### src/rtl/bus1_arbiter.sv
// ---------------------------------------------------------------------------
// bus1_arbiter
//
// Round-robin arbiter and sequencer for the five-source Bus_1 multiplexer of
// the RISC-SPM datapath. Picks one of R0_out, R1_out, R2_out, R3_out and
// Sel_Bus_1_Mux, drives the mux select and flags when Bus_1 carries a granted
// value. An owner keeps the bus for at most MAX_HOLD consecutive cycles while
// anyone else is waiting, so no source starves.
//
// Handshake: req[i] is a level request from channel i. The channel owns Bus_1
// in every cycle where gnt[i] is high, and it keeps ownership for as long as
// it holds req[i] high, up to the hold limit under contention. Dropping req[i]
// at edge n releases the bus at edge n. There is no separate acknowledge.
//
// Parameters:
//   MAX_HOLD  max consecutive granted cycles while others wait (1..15)
//   CNT_W     hold counter width, 2**CNT_W > MAX_HOLD
//
// Ports:
//   clk        clock, rising edge
//   rst        synchronous active-high reset
//   req[4:0]   request vector; 0..3 = R0..R3, 4 = Sel_Bus_1_Mux
//   gnt[4:0]   registered one-hot grant, or zero when idle
//   sel[2:0]   registered mux select (current or most recent owner)
//   bus_valid  high exactly when gnt is non-zero
//   switch_p   one-cycle pulse in the first cycle of every new grant
// ---------------------------------------------------------------------------
module bus1_arbiter #(
  parameter int MAX_HOLD = 4,
  parameter int CNT_W    = 4
) (
  input  logic       clk,
  input  logic       rst,
  input  logic [4:0] req,
  output logic [4:0] gnt,
  output logic [2:0] sel,
  output logic       bus_valid,
  output logic       switch_p
);

  typedef enum logic {
    ST_IDLE  = 1'b0,
    ST_GRANT = 1'b1
  } state_e;

  localparam logic [CNT_W-1:0] HOLD_MAX = CNT_W'(MAX_HOLD);
  localparam logic [CNT_W-1:0] HOLD_ONE = CNT_W'(1);

  state_e           state_q, state_d;
  logic [2:0]       owner_q, owner_d;
  logic [2:0]       last_q, last_d;
  logic [CNT_W-1:0] hold_q, hold_d;
  logic [4:0]       gnt_q, gnt_d;
  logic [2:0]       sel_q, sel_d;
  logic             switch_q, switch_d;

  // Scan channels last+1, last+2, ... last (mod 5) and return the first one
  // requesting. The pointer channel itself is checked last, which is what
  // lets a preempted owner lose to any other requester.
  function automatic logic [2:0] pick_winner(input logic [4:0] r,
                                             input logic [2:0] last);
    logic [2:0] idx;
    logic       found;
    pick_winner = last;
    idx         = last;
    found       = 1'b0;
    for (int k = 0; k < 5; k++) begin
      idx = (idx == 3'd4) ? 3'd0 : idx + 3'd1;
      if (!found && r[idx]) begin
        pick_winner = idx;
        found       = 1'b1;
      end
    end
  endfunction

  logic [2:0] winner;
  logic [4:0] owner_oh;
  logic       others_req;

  assign winner     = pick_winner(req, last_q);
  assign owner_oh   = 5'b00001 << owner_q;
  assign others_req = |(req & ~owner_oh);

  always_comb begin
    state_d  = state_q;
    owner_d  = owner_q;
    last_d   = last_q;
    hold_d   = hold_q;
    switch_d = 1'b0;

    unique case (state_q)
      ST_IDLE: begin
        if (|req) begin
          state_d  = ST_GRANT;
          owner_d  = winner;
          last_d   = winner;
          hold_d   = HOLD_ONE;
          switch_d = 1'b1;
        end
      end
      ST_GRANT: begin
        if (req[owner_q] && !(hold_q == HOLD_MAX && others_req)) begin
          // Continue: the counter saturates so a lone requester keeps the bus.
          if (hold_q != HOLD_MAX) hold_d = hold_q + HOLD_ONE;
        end else if (|req) begin
          // Release with others waiting, or preemption: hand over directly,
          // no idle bubble. winner != owner here in both cases.
          owner_d  = winner;
          last_d   = winner;
          hold_d   = HOLD_ONE;
          switch_d = 1'b1;
        end else begin
          state_d = ST_IDLE;
        end
      end
      default: state_d = ST_IDLE;
    endcase

    gnt_d = (state_d == ST_GRANT) ? (5'b00001 << owner_d) : 5'b00000;
    sel_d = (state_d == ST_GRANT) ? owner_d : sel_q;
  end

  always_ff @(posedge clk) begin
    if (rst) begin
      state_q  <= ST_IDLE;
      owner_q  <= 3'd0;
      last_q   <= 3'd4;
      hold_q   <= '0;
      gnt_q    <= 5'b00000;
      sel_q    <= 3'd0;
      switch_q <= 1'b0;
    end else begin
      state_q  <= state_d;
      owner_q  <= owner_d;
      last_q   <= last_d;
      hold_q   <= hold_d;
      gnt_q    <= gnt_d;
      sel_q    <= sel_d;
      switch_q <= switch_d;
    end
  end

  assign gnt       = gnt_q;
  assign sel       = sel_q;
  assign bus_valid = |gnt_q;
  assign switch_p  = switch_q;

endmodule

### config.mk
export PLATFORM = sky130hd
export DESIGN_NAME = bus1_arbiter
export DESIGN_NICKNAME = d
export VERILOG_FILES = /design/src/rtl/bus1_arbiter.sv
export SDC_FILE = /design/constraint.sdc
export NUM_CORES = 1
export LEC_CHECK = 0
export ABC_AREA = 1
export CAP_MARGIN = 20
export CORE_AREA = 2 2 80 82
export CTS_BUF_LIST = sky130_fd_sc_hd__clkbuf_8
export DETAILED_ROUTE_END_ITERATION = 10
export DIE_AREA = 0 0 82 84
export DONT_BUFFER_PORTS = 1
export PLACE_DENSITY = 0.45
export SLEW_MARGIN = 0
export SYNTH_ARGS = -nofsm -noshare
export SYNTH_HDL_FRONTEND = slang
export SYNTH_SLANG_ARGS = --single-unit
### constraint.sdc
create_clock -name clk -period 6.51 [get_ports clk]
set_clock_uncertainty 0.15 [all_clocks]
set_input_delay 0.651 -clock clk [delete_from_list [all_inputs] [get_ports clk]]
set_output_delay 0.651 -clock clk [all_outputs]
set_load 0.02 [all_outputs]
==> results.md <==
- The filler cell count in the final layout is 711.
- The run finished with clean final reports.
- Leaving out filler cells and counting taps, the final layout contains 362.
- The number of I/O pins is 17.
- The height of the die is 84 um.
- The largest fanout on the critical path is 9.
- The proportion of layout cells with a drive suffix above 1 is 0.109.
- The root buffer cell is sky130_fd_sc_hd__clkbuf_8.
- In this run the mean area of a mapped cell was 6.28 um^2.
- The actual slew at the worst max-slew pin is 0.691 ns.
- At the end of routability-driven placement, the weighted congestion stood at 0.877.
- The total of flip-flops plus latches after synthesis is 20.
- Of the post-synthesis cell area, the dominant cell type holds 0.225.
- The first global-routing pass estimated 7650 um of wire.
- The max-slew violation total from the final report came to 0.
- After synthesis, the most frequently instantiated cells are sky130_fd_sc_hd__nand2_1 (71), sky130_fd_sc_hd__inv_1 (41), sky130_fd_sc_hd__nand3_1 (36), sky130_fd_sc_hd__nor2_1 (27), sky130_fd_sc_hd__dfxtp_1 (20).
- The worst flop-to-flop path endpoint is gnt[4].
- Across all register-to-register paths, the minimum setup slack is 2.64 ns.
- The number of antenna cells inserted is 0.
- The count of synthesis-stage warnings from yosys is 0.
- The total number of placement rows is 29.
- After technology mapping, the gate count stands at 283.
- The die is 82 um wide.
- The tool flagged a number of max-cap violations equal to 0.
- The number of enable flip-flop cells after synthesis is 0.
- The clock sink count is 20.
- The final layout contains 303 nets.
- The number of levels the H-tree was split into is 1.
- The post-CTS setup repair buffer count is 0.
- The post-synthesis cell type count is 30.
- The clock slew seen by the registers of the worst setup and hold paths is 0.08 ns.
- For this run the aggregate overflow at the end of global routing stands at 0.
- The worst slack at placement is 2.65 ns.
- Measured against its own limit, the worst slew margin works out to 0.535.
- Of the synthesized area, sequential elements account for 0.225.
- The clock reaches the later pin of the worst-skew pair after 0.25 ns.
- The async set-reset flop share out of synthesis is 0.
- Dividing the detail-routed wire length by the instance count gives 12.5 um.
- The via count of the first global-routing pass came to 1718.
- The final routed wirelength across all metal layers is 4510 um.
- STA classifies the critical path endpoint as a register.
- The total negative slack is 0 ns.
- The area of the placeable core is 6100 um^2.
- The final-report hold violation count is 0.
- TritonCTS built the clock tree.
- Yosys attributes the largest share of cell area to sky130_fd_sc_hd__dfxtp_1 (23%), sky130_fd_sc_hd__nand2_1 (15%), sky130_fd_sc_hd__nand3_1 (10%).
- For this configuration, the core starts out at a cell density of 0.291.
- The highest attainable clock frequency is 259 MHz.
- STA classifies the critical path startpoint as a register.
- The detailed router placed 1724 vias in this run.
- The longest clock path from root to sink contains 2 buffers.
- sky130_fd_sc_hd__nand2_1 is the most common cell in the netlist.
- The cell type with the largest total area after synthesis is sky130_fd_sc_hd__dfxtp_1.
- Buffers inserted during clock tree synthesis total 3.
- The detailed-routing iteration count for the pre-antenna-repair pass is 4.
- Setup repair after global routing left no endpoint under its margin.
- In this run the worst setup path begins at last_q[0].
- The number of gates resized after CTS was 0.
- In this run, placement finished with an instance count of 358.
- Across every metal layer, demand over resource in global routing totals 0.139.
- Dividing the final minimum period by the clock period gives 0.594.
- The min-delay analysis places its worst path in the category primary input to register.
- Among all flip-flop cells after synthesis, the most frequent one is sky130_fd_sc_hd__dfxtp_1.
- The worst path meets setup with 2.64 ns of slack.
- The endpoint of the worst setup timing path is gnt[4].
- Summed over all nets, the half-perimeter wirelength after detailed placement is 3760 um.
- The number of antenna violations at the first check in global routing was 0.
- For this design, the CTS-stage hold fixing added 0 buffers.
- The count of input and output buffers is 0.
- The required time at the worst-slack endpoint is 6.56 ns.
- The number of remaining DRC errors is 0.
- The final setup violation count is 0.
- The clock period minus worst slack is 3.87 ns.
- In this run the remaining antenna-violating nets after routing total 0.
- The area of the die is 6890 um^2.
- The arrival time reported for the critical path endpoint is 3.91 ns.
- In this run the critical register-to-register path is launched from last_q[0].
- The type of the worst setup path is register to register.
- In this run, the number of DRC markers left after iteration 0 of detailed routing was 75.
- On the final layout, the worst hold slack is 0.303 ns.
- The via density per instance is 4.76.
- The area overhead of the layout relative to synthesis is 9.01%.
- The largest net degree at the start of global routing is 13.
- Counting cells, the worst reg-to-reg path comes to 25.
- The cell area after synthesis is 1780 um^2.
- The number of nets in the synthesized netlist is 300.
## layer usage
layer | track usage | up-vias | wire length, um
li1 | - | 926 | -
met1 | 0.177 | 773 | 2120
met2 | 0.238 | 17 | 2180
met3 | 0.0162 | 8 | 102
met4 | 0.0485 | 0 | 110
met5 | 0 | - | 0
## flip-flops by register name, summed over array words and instances, names as in the netlist
register and count:
owner_q 3, gnt 5, state_q 1, switch_p 1, last_q 3, sel 3
hold_q 4
## cells by family after synthesis
| group | synth area share |
|---|---|
| flops | 0.225 |
| fa+ha+maj | 0.0704 |
| buf+inv | 0.0972 |
| simple gates | 0.449 |
| xor+xnor | 0.00986 |
| compound gates | 0.149 |
## layout by cell type (no fill, tap or decap), drive strengths merged
cell type,Yosys,final
a211oi,1,1
a21boi,1,1
a21oi,9,9
a221oi,1,1
a32oi,1,1
bufinv,0,1
clkbuf,2,3
dfxtp,20,20
ha,10,10
inv,44,44
nand2,85,85
nand3,40,40
nand3b,6,6
nand4,3,3
nor2,28,28
nor3,3,3
o211ai,3,3
o21ai,21,21
o22ai,1,1
o31ai,1,1
or2,1,1
xor2,2,2
## critical path: stages (launching register included)
cell and delay [ns]:
sky130_fd_sc_hd__dfxtp_1 0.42, sky130_fd_sc_hd__inv_1 0.12, sky130_fd_sc_hd__ha_1 0.23, sky130_fd_sc_hd__nand2_2 0.10
sky130_fd_sc_hd__nand2_2 0.13, sky130_fd_sc_hd__ha_1 0.41, sky130_fd_sc_hd__inv_1 0.10, sky130_fd_sc_hd__ha_1 0.20
sky130_fd_sc_hd__or2_2 0.29, sky130_fd_sc_hd__nand3_1 0.12, sky130_fd_sc_hd__nand2_1 0.14, sky130_fd_sc_hd__nor2_1 0.11
sky130_fd_sc_hd__nand2_1 0.09, sky130_fd_sc_hd__nand2_1 0.13, sky130_fd_sc_hd__nor2_1 0.07, sky130_fd_sc_hd__nor2_1 0.20
sky130_fd_sc_hd__nand2_1 0.09, sky130_fd_sc_hd__nand2_2 0.08, sky130_fd_sc_hd__nor2_4 0.04, sky130_fd_sc_hd__nand2_2 0.07
sky130_fd_sc_hd__nand2_2 0.05, sky130_fd_sc_hd__nand2_2 0.09, sky130_fd_sc_hd__nand2_1 0.07, sky130_fd_sc_hd__o21ai_0 0.08
sky130_fd_sc_hd__nand2_1 0.10, sky130_fd_sc_hd__nor2_1 0.11
## worst min-delay path by stage
| stage | depth (start not counted) | slack (ns) | startpoint | end |
|---|---|---|---|---|
| global route | 1 | 0.29 | rst | last_q[1] |
| global placement | 2 | 0.34 | hold_q[1] | hold_q[1] |
| CTS | 1 | 0.29 | rst | owner_q[1] |
| detailed placement | 2 | 0.34 | hold_q[1] | hold_q[1] |
| floorplan | 2 | 0.32 | hold_q[1] | hold_q[1] |
| finish | 1 | 0.30 | rst | hold_q[2] |
## per-stage QoR
stage | util | area, um^2
finish | 0.318 | 1940
global route | 0.318 | 1940
CTS | 0.318 | 1940
detailed placement | 0.306 | 1870
global placement | 0.306 | 1870
floorplan | - | 1780
## area by class of cell
| class | instances | area [um^2] | share of cell area |
|---|---|---|---|
| Clock buffer | 3 | 41.3 | 0.0213 |
| Clock inverter | 1 | 30.0 | 0.0155 |
| Inverter | 44 | 165 | 0.0853 |
| Multi-Input combinational cell | 217 | 1200 | 0.621 |
| Sequential cell | 20 | 400 | 0.207 |
| Tap cell | 77 | 96.3 | 0.0497 |
Power is left out: the tool's default activity adds up to more than one toggle a clock period on the data nets, which glitch-free logic cannot reach.
